File: config.mk
export PLATFORM = sky130hd
export DESIGN_NAME = bullet_pool_ctrl
export DESIGN_NICKNAME = d
export VERILOG_FILES = /design/src/rtl/bullet_pool_ctrl.sv
export SDC_FILE = /design/constraint.sdc
export NUM_CORES = 1
export LEC_CHECK = 0
export ABC_CLOCK_PERIOD_IN_PS = 5380
export BUFFER_PORTS_ARGS = -buffer_cell sky130_fd_sc_hd__clkbuf_2
export CORE_ASPECT_RATIO = 0.5
export CORE_MARGIN = 2
export CORE_UTILIZATION = 31
export CTS_BUF_LIST = sky130_fd_sc_hd__clkbuf_4 sky130_fd_sc_hd__clkbuf_8
export DETAILED_ROUTE_END_ITERATION = 10
export PLACE_DENSITY = 0.55
export SLEW_MARGIN = 20
export SYNTH_ARGS = -nofsm -noshare
export SYNTH_HDL_FRONTEND = slang
export SYNTH_SLANG_ARGS = --single-unit
File: constraint.sdc
create_clock -name i_clk -period 5.38 [get_ports i_clk]
set_input_delay 0.538 -clock i_clk [delete_from_list [all_inputs] [get_ports i_clk]]
set_output_delay 0.538 -clock i_clk [all_outputs]
set_load 0.03 [all_outputs]
File: src/rtl/bullet_pool_ctrl.sv
// bullet_pool_ctrl: per-frame bullet pool. Each frame it moves live slots up one slot per cycle,
// retires slots that leave the playfield, then spawns into the lowest free slot if the cooldown allows.
module bullet_pool_ctrl #(
  parameter int N_BULLET = 4,
  parameter int X_W      = 10,
  parameter int Y_W      = 10,
  parameter int SPEED    = 4,
  parameter int Y_MIN    = 0,
  parameter int COOLDOWN = 2
) (
  input  logic                      i_clk,
  input  logic                      i_rst,
  input  logic                      i_cal_frame,
  input  logic                      i_shoot,
  input  logic [X_W-1:0]            i_player_x,
  input  logic [Y_W-1:0]            i_player_y,
  output logic [N_BULLET-1:0]       o_bullet_valid,
  output logic [N_BULLET*X_W-1:0]   o_bullet_x,
  output logic [N_BULLET*Y_W-1:0]   o_bullet_y,
  output logic                      o_busy,
  output logic                      o_fired,
  output logic                      o_pool_full,
  output logic                      o_done
);
  localparam int IW = $clog2(N_BULLET);
  localparam int CW = COOLDOWN > 0 ? $clog2(COOLDOWN + 1) : 1;
  // Retire threshold is one bit wider so Y_MIN+SPEED cannot overflow.
  localparam logic [Y_W:0] THR = (Y_W + 1)'(Y_MIN + SPEED);
  typedef enum logic [1:0] {IDLE, MOVE, SPAWN, DONE} state_t;
  state_t state;
  logic [IW-1:0] idx;
  logic [CW-1:0] cd;
  logic shoot_lat;
  logic [X_W-1:0] bx [N_BULLET];
  logic [Y_W-1:0] by [N_BULLET];
  logic free_any;
  logic [IW-1:0] free_idx;
  always_comb begin
    free_any = 1'b0;
    free_idx = '0;
    for (int i = N_BULLET - 1; i >= 0; i--)
      if (!o_bullet_valid[i]) begin
        free_any = 1'b1;
        free_idx = IW'(i);
      end
  end
  for (genvar k = 0; k < N_BULLET; k++) begin : g_out
    assign o_bullet_x[k*X_W +: X_W] = bx[k];
    assign o_bullet_y[k*Y_W +: Y_W] = by[k];
  end
  always_ff @(posedge i_clk or posedge i_rst)
    if (i_rst) begin
      state          <= IDLE;
      idx            <= '0;
      cd             <= '0;
      shoot_lat      <= 1'b0;
      o_bullet_valid <= '0;
      o_busy         <= 1'b0;
      o_fired        <= 1'b0;
      o_pool_full    <= 1'b0;
      o_done         <= 1'b0;
      for (int i = 0; i < N_BULLET; i++) begin
        bx[i] <= '0;
        by[i] <= '0;
      end
    end else begin
      o_fired     <= 1'b0;
      o_pool_full <= 1'b0;
      o_done      <= 1'b0;
      case (state)
        IDLE: if (i_cal_frame) begin
          state  <= MOVE;
          idx    <= '0;
          o_busy <= 1'b1;
        end
        MOVE: begin
          // The debounced shoot level only settles one cycle after the tick.
          if (idx == '0) shoot_lat <= i_shoot;
          if (o_bullet_valid[idx]) begin
            if ({1'b0, by[idx]} < THR) o_bullet_valid[idx] <= 1'b0;
            else by[idx] <= by[idx] - Y_W'(SPEED);
          end
          idx <= idx + IW'(1);
          if (idx == IW'(N_BULLET - 1)) state <= SPAWN;
        end
        SPAWN: begin
          if (shoot_lat && cd == '0) begin
            if (free_any) begin
              o_bullet_valid[free_idx] <= 1'b1;
              bx[free_idx]             <= i_player_x;
              by[free_idx]             <= i_player_y;
              cd                       <= CW'(COOLDOWN);
              o_fired                  <= 1'b1;
            end else o_pool_full <= 1'b1;
          end else if (cd != '0) cd <= cd - CW'(1);
          o_done <= 1'b1;
          state  <= DONE;
        end
        DONE: begin
          state  <= IDLE;
          o_busy <= 1'b0;
        end
      endcase
    end
endmodule

# --- Yosys cells after proc, flatten, opt, wreduce, memory -nomap -nowiden ---
# Index checks and enable logic that the tools add are counted.
op_classes:
  n_lt_le_gt_ge: 9
  add_sub_neg: 3
  eq_ne: 12
  bitwise_logic: 5
  n_mux: 51
  n_reduce_logical: 21
ops:
  columns: ["op", "n"]
  rows:
  - ["2-to-1 mux 40 bit", 4]
  - ["bitwise mux 40 bit", 3]
  - ["case mux 40 bit (2 select lines)", 1]
  - ["demux 10 bit (select 2 bit)", 2]
  - ["2-to-1 mux 10 bit", 4]
  - ["binary-select mux 10 bit (select 2 bit)", 1]
  - ["2-to-1 mux 2 bit", 10]
  - ["2-to-1 mux 4 bit", 4]
  - ["!= test 2 bit (second input constant)", 8]
  - ["2-to-1 mux 1 bit", 15]
  - ["< comparator 10 x 3 -> 1 bit (second input constant)", 1]
  - ["AND reduction 5 bit", 2]
  - ["nonzero test 2 bit", 5]
  - ["subtractor 10 x 3 -> 10 bit (second input constant)", 1]
  - ["case mux 2 bit (4 select lines)", 1]
  - ["case mux 4 bit (2 select lines)", 1]
  - ["AND reduction 2 bit", 4]
  - ["equality test 2 bit (second input constant)", 3]
  - [">= comparator 3 bit (second input constant)", 2]
  - ["logical NOT 2 bit", 3]
  - ["< comparator 2 x 3 -> 1 bit (second input constant)", 2]
  - ["< comparator 3 x 1 -> 1 bit (second input constant)", 2]
  - ["NOT 2 -> 3 bit", 2]
  - ["AND reduction 3 bit", 2]
  - ["12 further kinds", 18]
totals:
  out_inout_bits: 88
  reg_bits: 95
  in_bits: 24
  elab_cells: 118

# --- Longest topological paths before layout ---
depth:
  depth_word: 13
  mapped_depth: 9

# --- Worst setup path after synthesis ---
# OpenSTA, ideal clock, no wires.
synth_timing:
  kind: "flip-flop to flip-flop"
  startpoint: "register idx[1]"
  endpoint: "register by (netlist bit o_bullet_y[0])"
  arrival_time_ps: 2886
  period_less_slack_ps: 3011
  setup_ps: 125
  path_stages_with_launch: 10
  setup_slack_ps: 2369
  path_cell_list: "dfrtp_1 -> buf_6 -> mux4_2 -> inv_1 -> ha_1 -> or4b_4 -> nor4b_4 -> buf_6 -> nor2_4 -> mux2_4"
synth_between:
  elab_chain_cells: 9
synth_lines:
  columns: ["item", "line_no", "rtl"]
  rows:
  - ["start, declared", "31", "logic [IW-1:0] idx;"]
  - ["start signal, assigned", "83", "idx <= idx + IW'(1);"]
  - ["NOT 2 -> 3 bit (implied by the code)", "80, 81", null]
  - ["binary-select mux 10 bit (select 2 bit), or another cell as far along", "80, 81", null]
  - ["2-to-1 mux 10 bit (implied by the code) / logical AND 1 bit (equally long branches)", "80, 81", null]
  - ["2-to-1 mux 10 bit, on equally long branches", "80, 81", null]
  - ["subtractor 10 x 3 -> 10 bit / demux 10 bit (select 2 bit) (equally long branches)", "81", "else by[idx] <= by[idx] - Y_W'(SPEED);"]
  - ["bitwise mux 40 bit", "81", null]
  - ["2-to-1 mux 40 bit", "80", "if ({1'b0, by[idx]} < THR) o_bullet_valid[idx] <= 1'b0;"]
  - ["2-to-1 mux 40 bit", "79", "if (o_bullet_valid[idx]) begin"]
  - ["case mux 40 bit (2 select lines)", "70", "case (state)"]
  - ["end signal, assigned by index", "81", null]
  - ["end signal, assigned by index", "91", "by[free_idx] <= i_player_y;"]
  - ["end, declared", "35", "logic [Y_W-1:0] by [N_BULLET];"]
# Several ways; a longest one is shown, not always the timed one. The select of a mux whose other input is x is not followed.
# A chain may end at the register's enable or synchronous reset.

# --- Final worst setup path ---
layout_timing:
  startpoint: "register idx[1]"
  endpoint: "register by (netlist bit o_bullet_y[10])"
# Same word-level chain as after synthesis.

==> flow_summary.ini <==
[outcome]
status = complete, no violations

[clocking]
tritoncts = yes
htreeDepth = 3
clock_latency_ns = 0.38
clockBufferDepth = 2
clkSinkCount = 95
post_cts_buffers = 0
clk_pin_slew_ns = 0.11
cts-resized-gates = 0
numCtsBuffers = 9
hold_buffers = 0
clockRootBuffer = clkbuf_8

[synth]
synth_top_family_by_area = multiplexers
yosys_register_bits = 95
avgSynthCellArea_um2 = 12.3
synthMuxAreaShare_pct = 23.2
syn_nets = 435
yosysUniqueCellTypes = 47
synth_compound_area_share_pct = 10.5
async_flop_share_pct = 100
synthFlopType = dfrtp_1
yosys_warnings = 0
synthSimpleGateAreaFrac_pct = 12.0
yosys-top-cells-area = dfrtp_1 (48%), mux2_2 (9.4%), mux2_4 (8.5%)
syn_area_um2 = 4920
synth_top_area_share_pct = 48.3
synthAdderAreaFrac_pct = 2.54
ys_seq_area_share_pct = 48.3
synth_top_area_cell = dfrtp_1
synthCells = 401
synth_edf_count = 0
synth_xor_area_share_pct = 0.890

[cells_and_area]
final_layout_size_suffix_gt1_share_pct = 43.6
fillers = 1542
fin_nets = 543
diodes = 0
area_delta_synth_final_pct = 19.5

[grt]
grt_max_degree = 60
grt_overflow = 0
grt_use_total_pct = 16.2
grt_pass1_vias = 3834
antenna_found_initial = 0
grt_first_pass_wirelength_mm = 21.1

[floorplanning]
core-area_um2 = 15500
die_x_um = 182
rows = 32
dieArea_um2 = 17000
initial_core_util_pct = 31.8
io_pins = 112
die_h_um = 93.1

[detailed_routing]
detail-route-antenna-nets = 0
vias_per_cell = 5.25
wirelength_mm = 13.4
vias = 3769
drcViolationCount = 0
drtPass1Iterations = 4
drtIter0Drc = 220
wire_per_inst_um = 18.7

[setup_path]
timing.reg2reg.setup_slack_ns = 1.79
crit_arrival_ns = 3.84
crit_fanout = 22
crit_required_ns = 5.64
critPathKind = flip-flop to flip-flop
regToRegEndpoint = o_bullet_y[10]$_DFFE_PP0P_
end_kind = flip-flop
ff2ff_path_depth = 8
reg2reg_from = idx[1]$_DFFE_PP0P_
start_kind = flip-flop

[placement]
port_buffers = 111
dpl.hpwl_mm = 9.48
place.gp.congestion = 0.803

[power_and_ir_drop]
power.leakage_nw = 2.69
power_density_nw_per_um2 = 681
p_total_mw = 4.00
p_sw_mw = 1.97
seqPwrFrac_pct = 31.7
combPwrFrac_pct = 56.4
peakVddDrop_mv = 0.241
p_sw_share_pct = 49.1
power_frac_clock_pct = 11.9
internal_power_mw = 2.04

[sta]
maxSlewHeadroom_pct = 32.7
rsz0062_at_grt = no
tightest_slew_ns = 1.01
fin_tns_setup_ns = 0
layout_min_cycle_time_ns = 3.59
period_share_pct = 66.6
max_freq_ghz = 0.279
maxSlewViolCount = 0
finalSetupViolCount = 0
fin_skew_ns = 0.0174
hold_viol = 0

[run]
max_cap_viol_count = 0

[hold_path]
hold_class = input pin to asynchronous set/reset pin
power groups by stage:
| stage | clock network (mW) | registers (mW) | logic (mW) |
|---|---|---|---|
| 5_1_grt | 0.523 | 1.31 | 2.42 |
| 4_1_cts | 0.495 | 1.27 | 2.26 |
| 3_5_place_dp | 0 | 1.28 | 2.26 |
| 2_1_floorplan | 0 | 1.69 | 1.21 |
| 3_3_place_gp | 0 | 1.28 | 2.23 |
| 6_report | 0.476 | 1.27 | 2.26 |
layout by cell type (no fill, tap or decap), types with 7 or more instances in the layout:
cell,count
dfrtp_1,95
mux2_4,28
ha_1,10
nand2_1,37
o211ai_1,11
or4_1,7
inv_1,10
a32o_1,7
nor2_1,10
clkbuf_2,111
nand4_1,7
nand3_1,8
o22ai_1,15
o21ai_0,24
mux2_2,41
mux4_2,11
clkbuf_8,10
synth_stat cells, types with 2 or more instances:
| cell | instances |
|---|---|
| dfrtp_1 | 95 |
| mux2_2 | 41 |
| nand2_1 | 37 |
| mux2_4 | 28 |
| o21ai_0 | 24 |
| o22ai_1 | 15 |
| clkbuf_1 | 11 |
| inv_1 | 11 |
| mux4_2 | 11 |
| o211ai_1 | 11 |
| ha_1 | 10 |
| nor2_1 | 10 |
| nand3_1 | 8 |
| a32o_1 | 7 |
| nand4_1 | 7 |
| nor3_1 | 7 |
| or4_1 | 7 |
| nor2b_1 | 6 |
| buf_1 | 5 |
| or2_2 | 5 |
| xnor2_1 | 5 |
| a2bb2oi_1 | 4 |
| nor2_4 | 4 |
| a21oi_1 | 3 |
| a22o_1 | 3 |
| buf_6 | 2 |
| nand2b_1 | 2 |
| o2111ai_1 | 2 |
| o31a_1 | 2 |
worst max-delay path by stage:
stage,startpoint,endpoint,slack (ns),cells after the start
floorplan,i_rst,cd[0]$_DFFE_PP0P_,2.36,1
global placement,idx[1]$_DFFE_PP0P_,o_bullet_y[6]$_DFFE_PP0P_,1.84,8
detailed placement,idx[1]$_DFFE_PP0P_,o_bullet_y[11]$_DFFE_PP0P_,1.78,8
CTS,idx[1]$_DFFE_PP0P_,o_bullet_y[15]$_DFFE_PP0P_,1.78,8
global route,idx[1]$_DFFE_PP0P_,o_bullet_y[1]$_DFFE_PP0P_,1.59,8
finish,idx[1]$_DFFE_PP0P_,o_bullet_y[10]$_DFFE_PP0P_,1.79,8
worst max-delay path: stages, from the launching register on:
cell	delay, ns
dfrtp_1	0.93
mux4_2	0.67
inv_1	0.08
ha_1	0.19
or4b_4	0.52
nor4b_4	0.28
buf_4	0.30
nor2_4	0.14
mux2_4	0.34
kinds of logic after synthesis:
logic type               Yosys count
AO/OA/AOI/OAI                     76
XOR/XNOR                           5
adder cells (fa/ha/maj)           10
buffers and inverters             29
flip-flops                        95
multiplexers                      81
AND/OR/NAND/NOR                  105
state kept, by name (all words and copies together), names as in the netlist:
name / cells
state: 2
o_bullet_y: 40
o_busy: 1
shoot_lat: 1
cd: 2
o_fired: 1
o_bullet_x: 40
idx: 2
o_done: 1
o_bullet_valid: 4
o_pool_full: 1
final cells by class:
| cell class | instances | area (µm²) | area share [%] |
|---|---|---|---|
| multi-input combinational | 277 | 2420 | 41.2 |
| timing repair buffer | 115 | 586 | 9.96 |
| clock buffer | 10 | 138 | 2.34 |
| inverter | 11 | 43.8 | 0.745 |
| tap | 204 | 255 | 4.34 |
| sequential | 95 | 2380 | 40.4 |
| clock inverter | 6 | 57.6 | 0.979 |
per-layer routing:
metal | share of wire, % | track usage, % | up-vias
li1 | - | - | 1723
met1 | 45 | 21.9 | 1908
met2 | 46 | 25.2 | 129
met3 | 7.2 | 4.75 | 9
met4 | 0.95 | 4.77 | 0
met5 | 0 | 0 | -
metrics by stage:
stage / instances / worst slack (ns) / utilization, % / cell area, µm² / hold slack (ns)
2_1_floorplan: 401 / 2.36 / - / 4920 / 0.496
3_3_place_gp: 702 / 1.84 / 36.8 / 5690 / 0.457
3_5_place_dp: 702 / 1.78 / 36.8 / 5690 / 0.467
4_1_cts: 718 / 1.78 / 38.1 / 5880 / 0.166
5_1_grt: 718 / 1.59 / 38.1 / 5880 / 0.187
6_report: 718 / 1.79 / 38.1 / 5880 / 0.161
Power figures use the tool's default switching activity.
